`src/rtl/pe_pkg.sv`:
```
// Shared definitions for the MAC processing element: controller states,
// dataflow mode encoding and the signed saturation limits.
package pe_pkg;

  typedef enum logic [1:0] {
    IDLE  = 2'd0,
    RUN   = 2'd1,
    DRAIN = 2'd2
  } pe_state_t;

  localparam logic MODE_WS = 1'b0;
  localparam logic MODE_OS = 1'b1;

  // Limits are built in a wide container and sliced down by the user,
  // so one function serves every accumulator width up to LIM_W bits.
  localparam int LIM_W = 128;

  // Largest positive value of an acc_w-bit two's-complement number.
  function automatic logic [LIM_W-1:0] sat_max(input int acc_w);
    logic [LIM_W-1:0] one;
    one = LIM_W'(1);
    return (one << (acc_w - 1)) - one;
  endfunction

  // Most negative value of an acc_w-bit number (low acc_w bits are 100..0).
  function automatic logic [LIM_W-1:0] sat_min(input int acc_w);
    return ~sat_max(acc_w);
  endfunction

endpackage

```
`src/rtl/pe_mac_cfg_sat_add.sv`:
```
// Signed adder with one guard bit. Flags overflow and either clamps the
// result to the representable range or keeps the wrapped low bits.
module sat_add
  import pe_pkg::*;
#(
  parameter int ACC_W = 32,
  parameter bit SAT   = 1'b1
) (
  input  logic signed [ACC_W-1:0] a,
  input  logic signed [ACC_W-1:0] b,
  output logic signed [ACC_W-1:0] sum,
  output logic                    ovf
);

  localparam logic [LIM_W-1:0] MAX_FULL = sat_max(ACC_W);
  localparam logic [LIM_W-1:0] MIN_FULL = sat_min(ACC_W);
  localparam logic [ACC_W-1:0] MAX_V    = MAX_FULL[ACC_W-1:0];
  localparam logic [ACC_W-1:0] MIN_V    = MIN_FULL[ACC_W-1:0];

  logic [ACC_W:0] wide;

  assign wide = {a[ACC_W-1], a} + {b[ACC_W-1], b};
  assign ovf  = wide[ACC_W] ^ wide[ACC_W-1];

  // Pick the wrapped sum, or the limit on the side the guard bit points to.
  always_comb begin
    sum = wide[ACC_W-1:0];
    if (SAT && ovf) begin
      sum = wide[ACC_W] ? MIN_V : MAX_V;
    end
  end

endmodule

```
`src/rtl/pe_mac_cfg.sv`:
```
// Systolic-array processing element with selectable dataflow:
// weight-stationary (psum flows down) or output-stationary (local acc).
module pe_mac_cfg
  import pe_pkg::*;
#(
  parameter int DATA_W = 16,
  parameter int ACC_W  = 32,
  parameter int SAT    = 1,
  parameter int CNT_W  = 32
) (
  input  logic              clk,
  input  logic              rst,
  input  logic              mode,
  input  logic              start,
  input  logic              stop,
  input  logic              w_load,
  input  logic [DATA_W-1:0] w_in,
  input  logic [DATA_W-1:0] a_in,
  input  logic              a_valid_in,
  input  logic [DATA_W-1:0] b_in,
  input  logic              b_valid_in,
  input  logic [ACC_W-1:0]  psum_in,
  output logic [DATA_W-1:0] a_out,
  output logic              a_valid_out,
  output logic [DATA_W-1:0] b_out,
  output logic              b_valid_out,
  output logic [ACC_W-1:0]  psum_out,
  output logic              psum_valid,
  output logic [ACC_W-1:0]  acc_out,
  output logic              acc_valid,
  output logic              busy,
  output logic              ovf,
  output logic [CNT_W-1:0]  op_count
);

  localparam logic [CNT_W-1:0] CNT_MAX = '1;
  localparam logic [CNT_W-1:0] CNT_INC = CNT_W'(2);

  pe_state_t                  state, state_nxt;
  logic                       mode_q;
  logic signed [DATA_W-1:0]   w_reg;
  logic signed [ACC_W-1:0]    acc;
  logic                       a_vq, b_vq;

  logic                       run, start_ok, do_mac;
  logic signed [DATA_W-1:0]   mul_b;
  logic signed [2*DATA_W-1:0] prod;
  logic signed [ACC_W-1:0]    prod_ext;
  logic signed [ACC_W-1:0]    addend;
  logic signed [ACC_W-1:0]    mac_sum;
  logic                       mac_ovf;

  assign run      = (state == RUN);
  assign start_ok = (state == IDLE) && start;
  assign do_mac   = run && a_valid_in && ((mode_q == MODE_WS) || b_valid_in);

  assign mul_b    = (mode_q == MODE_OS) ? $signed(b_in) : w_reg;
  assign prod     = $signed(a_in) * mul_b;
  assign prod_ext = ACC_W'(prod);
  assign addend   = (mode_q == MODE_OS) ? acc : $signed(psum_in);

  sat_add #(
    .ACC_W (ACC_W),
    .SAT   (SAT != 0)
  ) u_sat_add (
    .a   (addend),
    .b   (prod_ext),
    .sum (mac_sum),
    .ovf (mac_ovf)
  );

  assign acc_out     = acc;
  assign a_valid_out = a_vq && run;
  assign b_valid_out = b_vq && run;

  // Controller state register.
  always_ff @(posedge clk or posedge rst) begin
    if (rst) state <= IDLE;
    else     state <= state_nxt;
  end

  // Next-state logic plus the state-decoded status outputs.
  always_comb begin
    state_nxt = state;
    busy      = 1'b0;
    acc_valid = 1'b0;
    case (state)
      IDLE: begin
        if (start) state_nxt = RUN;
      end
      RUN: begin
        busy = 1'b1;
        if (stop) state_nxt = DRAIN;
      end
      DRAIN: begin
        busy      = 1'b1;
        acc_valid = (mode_q == MODE_OS);
        state_nxt = IDLE;
      end
      default: state_nxt = IDLE;
    endcase
  end

  // Mode is captured when a run begins; the weight only loads while idle
  // and start wins if both arrive together.
  always_ff @(posedge clk or posedge rst) begin
    if (rst) begin
      mode_q <= MODE_WS;
      w_reg  <= '0;
    end else if (start_ok) begin
      mode_q <= mode;
    end else if ((state == IDLE) && w_load) begin
      w_reg  <= $signed(w_in);
    end
  end

  // Output-stationary accumulator and the sticky overflow flag.
  always_ff @(posedge clk or posedge rst) begin
    if (rst) begin
      acc <= '0;
      ovf <= 1'b0;
    end else if (start_ok) begin
      acc <= '0;
      ovf <= 1'b0;
    end else if (do_mac) begin
      if (mode_q == MODE_OS) acc <= mac_sum;
      if (mac_ovf)           ovf <= 1'b1;
    end
  end

  // Weight-stationary partial sum passed to the PE below; holds when idle.
  always_ff @(posedge clk or posedge rst) begin
    if (rst) begin
      psum_out   <= '0;
      psum_valid <= 1'b0;
    end else begin
      psum_valid <= do_mac && (mode_q == MODE_WS);
      if (do_mac && (mode_q == MODE_WS)) psum_out <= mac_sum;
    end
  end

  // Operand forwarding to neighbouring PEs with one cycle of latency.
  always_ff @(posedge clk or posedge rst) begin
    if (rst) begin
      a_out <= '0;
      b_out <= '0;
      a_vq  <= 1'b0;
      b_vq  <= 1'b0;
    end else if (run) begin
      a_out <= a_in;
      b_out <= b_in;
      a_vq  <= a_valid_in;
      b_vq  <= b_valid_in;
    end else begin
      a_vq  <= 1'b0;
      b_vq  <= 1'b0;
    end
  end

  // Operation counter: two ops (multiply + add) per MAC, sticks at all-ones.
  always_ff @(posedge clk or posedge rst) begin
    if (rst) begin
      op_count <= '0;
    end else if (do_mac) begin
      if (op_count > CNT_MAX - CNT_INC) op_count <= CNT_MAX;
      else                              op_count <= op_count + CNT_INC;
    end
  end

endmodule

```
`config.mk`:
```
export PLATFORM = sky130hd
export DESIGN_NAME = pe_mac_cfg
export DESIGN_NICKNAME = d
export VERILOG_FILES = /design/src/rtl/pe_pkg.sv /design/src/rtl/pe_mac_cfg_sat_add.sv /design/src/rtl/pe_mac_cfg.sv
export SDC_FILE = /design/constraint.sdc
export NUM_CORES = 1
export LEC_CHECK = 0
export ABC_CLOCK_PERIOD_IN_PS = 12560
export CORE_AREA = 3 3 179 181
export CTS_CLUSTER_DIAMETER = 200
export DETAILED_ROUTE_END_ITERATION = 8
export DIE_AREA = 0 0 182 184
export PLACE_DENSITY = 0.84
export SKIP_CTS_REPAIR_TIMING = 1
export SLEW_MARGIN = 40
export SYNTH_ARGS = -nofsm -noshare
export SYNTH_HDL_FRONTEND = slang
export SYNTH_SLANG_ARGS = --single-unit
```
`constraint.sdc`:
```
create_clock -name clk -period 12.56 [get_ports clk]
set_input_delay 1.256 -clock clk [delete_from_list [all_inputs] [get_ports clk]]
set_output_delay 1.256 -clock clk [all_outputs]
set_load 0.01 [all_outputs]
```
==> impl_results.md, run 1 <==
* Placed Instances at about 2400
* Critical Path End Type: flip-flop
* Hold Path Origin: op_count[0]
* Vias in the first global route at 14588
* DRT iter0 DRCs at 1119
* Reg-to-reg slack, setup at ~4.2 ns
* Fin area at roughly 21000 µm²
* Worst path cell trace: clkdlybuf4s50_1 -> nand2_1 -> inv_1 -> fa_2 -> inv_1 -> fa_1 -> inv_1 -> fa_1 -> fa_1 -> fa_1 -> inv_1 -> fa_1 -> inv_1 -> ha_1 -> and3_1 -> a221o_1 -> a31oi_1 -> o21a_1 -> o21ai_2 -> a221o_1 -> or2_1 -> buf_4 -> maj3_2 -> o21ai_1
* Clk buf depth at 2
* Fill count at between 2000 and 2500
* End of the worst register-to-register path: psum_out[5]
* FF-to-FF Start: mode_q
* # diodes at 0
* Drt first pass iters at 7
* Startpoint types: primary input
* Warnings from Yosys at 0
* WP buf/inv at 7
* H-tree depth at 4
* Core Area at 30590 µm²
* GRT Total Usage at 0.2809
* Port Buffers at approximately 220
* Worst reg2reg path depth at 24
* Status: completed
* Multi-input logic area at 12750 µm²
* Crit path max-delay cell type: clkdlybuf4s50_1
* DR DRC count at 0
* Endpoints failing setup at 0
* DR vias/cell at around 5.6
* RePlAce Congestion at around 0.90
* Most frequent cells in the layout: inv_1, fa_1, clkdlybuf4s50_1
* Most common library cell in the layout ignoring fill and taps: inv_1
* Register bit total from synthesis at between 150 and 200
* Clock Latency Late Sink at about 0.44 ns
* Tmin final at roughly 8.9 ns
* Post-route ant nets at 0
* Critical Path Stages at 24
* Mapped Cells at 1847
* Setup_tns at 0 ns
* Worst Setup SP: a_in[15]
* Top_reg_cell synth: dfrtp_1
* Die area at approximately 33000 µm²
* RSZ-0062 raised after global routing: no
* Chip height at roughly 180 µm
* Final nets at 2523
* Critical path destination: psum_out[5]
* Final clock skew at 0.01569 ns
* Die X at around 180 µm
* Syn avg cell area at between 9 and 10 µm²
* Initial antenna violation count at 0
* Worst EP arrival at 9.30 ns
* Grt total ovfl at 0
* Total CTS buffers at 17
* Clk root buf: clkbuf_16
* Max capacitance violation total at 0
* Fin crit share at 0.7124
* Wire per inst at about 19 µm
* Final hold viol count at 0
* Initial Util at 0.5943
* CTS tree: done
* Final WL at 45810 µm
* HPWL after detailed placement at about 36000 µm
* Reg clk slew, reported paths at around 0.070 ns
* Max-slew violations at 0
* Placed inst area at around 21000 µm²
* Max_slew headroom at 0.4112
* Global-route wire length before repair at 74420 µm
* Critical path required time at 12.91 ns
* CP Class: in2reg
* Top Ports at approximately 220
* Finished Layout Cells at ~2400
* Layout cells sized above 1 at 0.09109
* Worst-margin pin slew at 0.8805 ns
* Hold Path Class: reg2reg
* Distinct cells, synth at 59
* Post-synthesis cell area at ~18000 µm²
* Mapped Nets at between 2000 and 2500
* Finished Core Util at 0.6975
* Max Clk Rate at roughly 110 MHz
* Num rows at 64
* CTS Sinks at roughly 150
* Layout area overhead at 17.36%
* Pin count of the biggest net entering global routing at a little under 80
* Async set-reset flop share out of synthesis at 1.000
* Register area share after synthesis at 0.2078
* EDFF count, synth at 0
* CP Max Fanout at 17
* Via Count at around 14000
* Sequential cell area at roughly 3800 µm²
* CP delay by family, top: adder cells
* Crit-path max cell delay at between 0.7 and 0.8 ns
## layer usage
metal / share of wire / up-vias / GRT usage
met5: 0 / - / 0
met4: 0.045 / 0 / 0.1271
met3: 0.054 / 128 / 0.03166
met2: 0.52 / 533 / 0.4935
met1: 0.38 / 6985 / 0.3523
li1: - / 6079 / -
## cells by family (layout without fill, tap and decap cells)
kind of cell / Yosys count / in the layout / share of synthesized area
adders and majority gates: 432 / 432 / 0.4189
xor gates and xnor gates: 61 / 61 / 0.02980
DFF: 151 / 151 / 0.2078
buffers and inverters: 439 / 634 / 0.09215
AOI/OAI and AO/OA: 195 / 195 / 0.06545
muxes: 98 / 98 / 0.06022
and+or+nand+nor: 471 / 471 / 0.1257
## cell type report
class,count,share of cell area
Clock buffer,18,0.02011
Timing Repair Buffer,237,0.1101
Inverter,365,0.06445
Clock inverter,14,0.007155
Multi-Input combinational cell,1257,0.5978
Tap cell,396,0.02322
Sequential cell,151,0.1772
## cell usage after synthesis, drive strengths merged, types with 2 or more instances
cell | instances | area [µm²]
and3 | 11 | 68.82
nand2 | 213 | 799.5
nor2b | 50 | 312.8
o41ai | 2 | 17.52
mux2i | 7 | 70.07
o211a | 2 | 20.02
a211o | 2 | 17.52
o31ai | 7 | 66.31
xor2 | 30 | 262.8
ha | 107 | 1339
maj3 | 26 | 290.3
inv | 365 | 1370
nand4 | 9 | 56.30
dfrtp | 151 | 3779
a221o | 2 | 20.02
nand3 | 21 | 105.1
o21bai | 3 | 33.78
mux2 | 91 | 1025
a21o | 10 | 75.07
o21a | 4 | 30.03
a311oi | 4 | 35.03
a31oi | 3 | 18.77
fa | 299 | 5986
nand2b | 11 | 68.82
or4 | 2 | 18.77
o21ai | 83 | 419.2
nor4 | 6 | 43.79
o2bb2ai | 2 | 17.52
or3 | 5 | 31.28
and2 | 81 | 506.7
nor2 | 41 | 153.9
nor3 | 15 | 75.07
buf | 13 | 76.32
or2 | 4 | 25.03
xnor2 | 31 | 279.0
clkbuf | 61 | 229.0
o211ai | 7 | 52.55
a21oi | 57 | 300.3
## metrics by stage
stage / hold slack, ns / setup WS (ns)
floorplan: 0.4754 / 4.493
global route: 0.5087 / 3.171
CTS: 0.4770 / 3.560
finish: 0.4771 / 3.612
global placement: 0.4493 / 3.422
detailed placement: 0.4601 / 3.147
## worst min-delay path by stage
stage             endpoint  cells past startpoint
6_report       op_count[0]                      1
5_1_grt        op_count[0]                      1
4_1_cts        op_count[0]                      1
3_5_place_dp   op_count[0]                      1
3_3_place_gp   op_count[0]                      1
2_1_floorplan    w_reg[10]                      1
Power of run 1 is left out: the tool's default activity adds up to more than one toggle a clock period on the data nets, which glitch-free logic cannot reach.
==> inputs of run 2 (changes only) <==
--- a/config.mk
+++ b/config.mk
@@ -5,12 +5,12 @@
 export SDC_FILE = /design/constraint.sdc
 export NUM_CORES = 1
 export LEC_CHECK = 0
-export ABC_CLOCK_PERIOD_IN_PS = 12560
-export CORE_AREA = 3 3 179 181
+export ABC_CLOCK_PERIOD_IN_PS = 7200
+export CORE_AREA = 3 3 190 192
 export CTS_CLUSTER_DIAMETER = 200
 export DETAILED_ROUTE_END_ITERATION = 8
-export DIE_AREA = 0 0 182 184
-export PLACE_DENSITY = 0.84
+export DIE_AREA = 0 0 193 195
+export PLACE_DENSITY = 0.79
 export SKIP_CTS_REPAIR_TIMING = 1
 export SLEW_MARGIN = 40
 export SYNTH_ARGS = -nofsm -noshare
==> constraint.sdc (replaced) <==
create_clock -name clk -period 7.2 [get_ports clk]
set_input_delay 0.72 -clock clk [delete_from_list [all_inputs] [get_ports clk]]
set_output_delay 0.72 -clock clk [all_outputs]
set_load 0.01 [all_outputs]
==> run 2 against run 1 <==
  * The flow now finishes with violations (negative setup slack)
  * Sequential share of layout area fell by 2.0 points
  * Clock skew fell by 0.0033 ns
  * Register-to-register slack got worse by 4.4 ns
  * Critical path depth rose by 1
  * Non-clock buffer count rose by 205
  * Sequential cell count did not move
  * Core utilization barely moved
  * Worst setup slack got worse by 3.8 ns
==> impl_results.md, run 2 (synthesis gave the netlist of run 1 again) <==
* Most common library cell in the layout ignoring fill and taps: inv_1
* Worst reg2reg path depth at 25 (+4.2%)
* Pin count of the biggest net entering global routing at 96 (+23%)
* Chip height at 195 µm (+6.0%)
* Port Buffers at 221 (unchanged)
* CP Class: reg2reg
* H-tree depth at 4 (unchanged)
* Critical path required time at 7.57 ns (-5.34 ns)
* Most frequent cells in the layout: inv_1, fa_1, clkdlybuf4s50_1
* Max Clk Rate at 136.3 MHz
* Startpoint types: flip-flop
* Clock Latency Late Sink at 0.46 ns (+0.02 ns)
* Global-route wire length before repair at 80340 µm (+7.9%)
* Final hold viol count at 0 (unchanged)
* Drt first pass iters at 6 (-1)
* Tmin final at 7.338 ns
* Critical Path End Type: flip-flop
* Layout area overhead at 32.51%
* Worst EP arrival at 7.71 ns (-1.59 ns)
* Worst-margin pin slew at 0.8408 ns (-0.03963 ns)
* Top Ports at 222 (unchanged)
* Multi-input logic area at 13540 µm² (+6.2%)
* Sequential cell area at 3780 µm² (unchanged)
* Endpoints failing setup at 47 (+47)
* Clk root buf: clkbuf_16
* Fin crit share at 1.019
* Reg-to-reg slack, setup at -0.14 ns (-4.36 ns)
* RSZ-0062 raised after global routing: yes
* Grt total ovfl at 0 (unchanged)
* Failing checks: negative setup slack
* Max capacitance violation total at 0 (unchanged)
* Num rows at 68 (+6.3%)
* CP Max Fanout at 8 (-9)
* Fill count at 2413 (+9.0%)
* CTS Sinks at 151 (unchanged)
* Hold Path Class: reg2reg
* Initial antenna violation count at 0 (unchanged)
* Hold slack at 0.4759 ns (-0.001156 ns)
* Wire per inst at 19.75 µm (+5.1%)
* Vias in the first global route at 15806 (+8.3%)
* HPWL after detailed placement at 40070 µm (+11%)
* Clk buf depth at 2 (unchanged)
* Post-route ant nets at 0 (unchanged)
* Final nets at 2732 (+8.3%)
* Setup_tns at -1.184 ns (-1.184 ns)
* Worst Hold Path Cells at 1 (unchanged)
* RePlAce Congestion at 0.9351 (+4.1%)
* Max-slew violations at 0 (unchanged)
* GRT Total Usage at 0.2711 (-0.009800)
* Total CTS buffers at 17 (unchanged)
* Via Count at 14897 (+8.5%)
* Core Area at 34540 µm² (+13%)
* Max_slew headroom at 0.4394 (+0.02826)
* Status: finished, violations left
* Final WL at 53440 µm (+17%)
* DRT iter0 DRCs at 1023 (-8.6%)
* DR vias/cell at 5.505 (-2.2%)
* # diodes at 0 (unchanged)
* Die area at 37640 µm² (+12%)
* Final clock skew at 0.01244 ns (-0.003250 ns)
* CTS tree: done
* Die X at 193 µm (+6.0%)
* Layout cells sized above 1 at 0.2399 (+0.1488)
* Fin worst setup slack at -0.1380 ns (-3.750 ns)
* Reg clk slew, reported paths at 0.07 ns (about the same)
* DR DRC count at 0 (unchanged)
* Initial Util at 0.5263 (-0.06803)
run 2: changes by cell type in the layout (fill, tap and decap cells not counted), moves of 18 or more:
cell	delta
a21oi_1	-24
a21oi_2	+22
and2_1	-18
and2_4	+18
buf_4	+160
buf_6	+28
inv_1	-18
inv_2	+18
o21ai_2	+19
run 2: critical path, stage by stage, from the launching register on:
cell       delay (ns)
dfrtp_2          0.42
buf_6            0.14
buf_4            0.13
mux2_2           0.33
buf_12           0.15
buf_4            0.16
and2_1           0.17
fa_1             0.50
fa_1             0.57
fa_1             0.43
fa_1             0.52
fa_1             0.51
inv_1            0.06
fa_1             0.49
inv_1            0.07
ha_4             0.21
and3_4           0.18
a221o_1          0.38
a31oi_2          0.19
o21a_1           0.19
o21ai_2          0.09
a221o_1          0.32
or2_4            0.32
clkbuf_16        0.19
maj3_2           0.35
a21oi_2          0.19
run 2: final timing paths:
path / startpoint / to
worst min register to register: op_count[0] / op_count[0]
worst min-delay path: op_count[0] / op_count[0]
worst max-delay path: mode_q / acc_out[3]
min in group asynchronous: rst / a_vq
worst max register to register: mode_q / acc_out[3]
max in group asynchronous: rst / op_count[19]
run 2: cell type report:
| cell class | instances | share of cell area |
|---|---|---|
| Inverter | 365 | 0.05718 |
| Sequential cell | 151 | 0.1569 |
| Clock buffer | 18 | 0.01781 |
| Clock inverter | 14 | 0.006960 |
| Timing Repair Buffer | 442 | 0.1753 |
| Multi-Input combinational cell | 1261 | 0.5622 |
| Tap cell | 455 | 0.02363 |
run 2: metal layers:
| metal | vias to the layer above | part of all wire | GRT usage |
|---|---|---|---|
| li1 | 6529 | - | - |
| met1 | 7659 | 0.37 | 0.3352 |
| met2 | 578 | 0.52 | 0.4777 |
| met3 | 131 | 0.069 | 0.04183 |
| met4 | 0 | 0.040 | 0.1034 |
| met5 | - | 0 | 0 |
run 2: stage by stage:
stage	utilization	std cells	setup slack, ns	area [µm²]
2_1_floorplan	-	1847	0.004202	18330
3_3_place_gp	0.6450	2634	-0.5311	22280
3_5_place_dp	0.6454	2634	-0.7191	22300
4_1_cts	0.6627	2666	-0.2655	22890
5_1_grt	0.6974	2706	-0.2651	24090
6_report	0.6974	2706	-0.1380	24090
Power of run 2 is left out for the same reason.
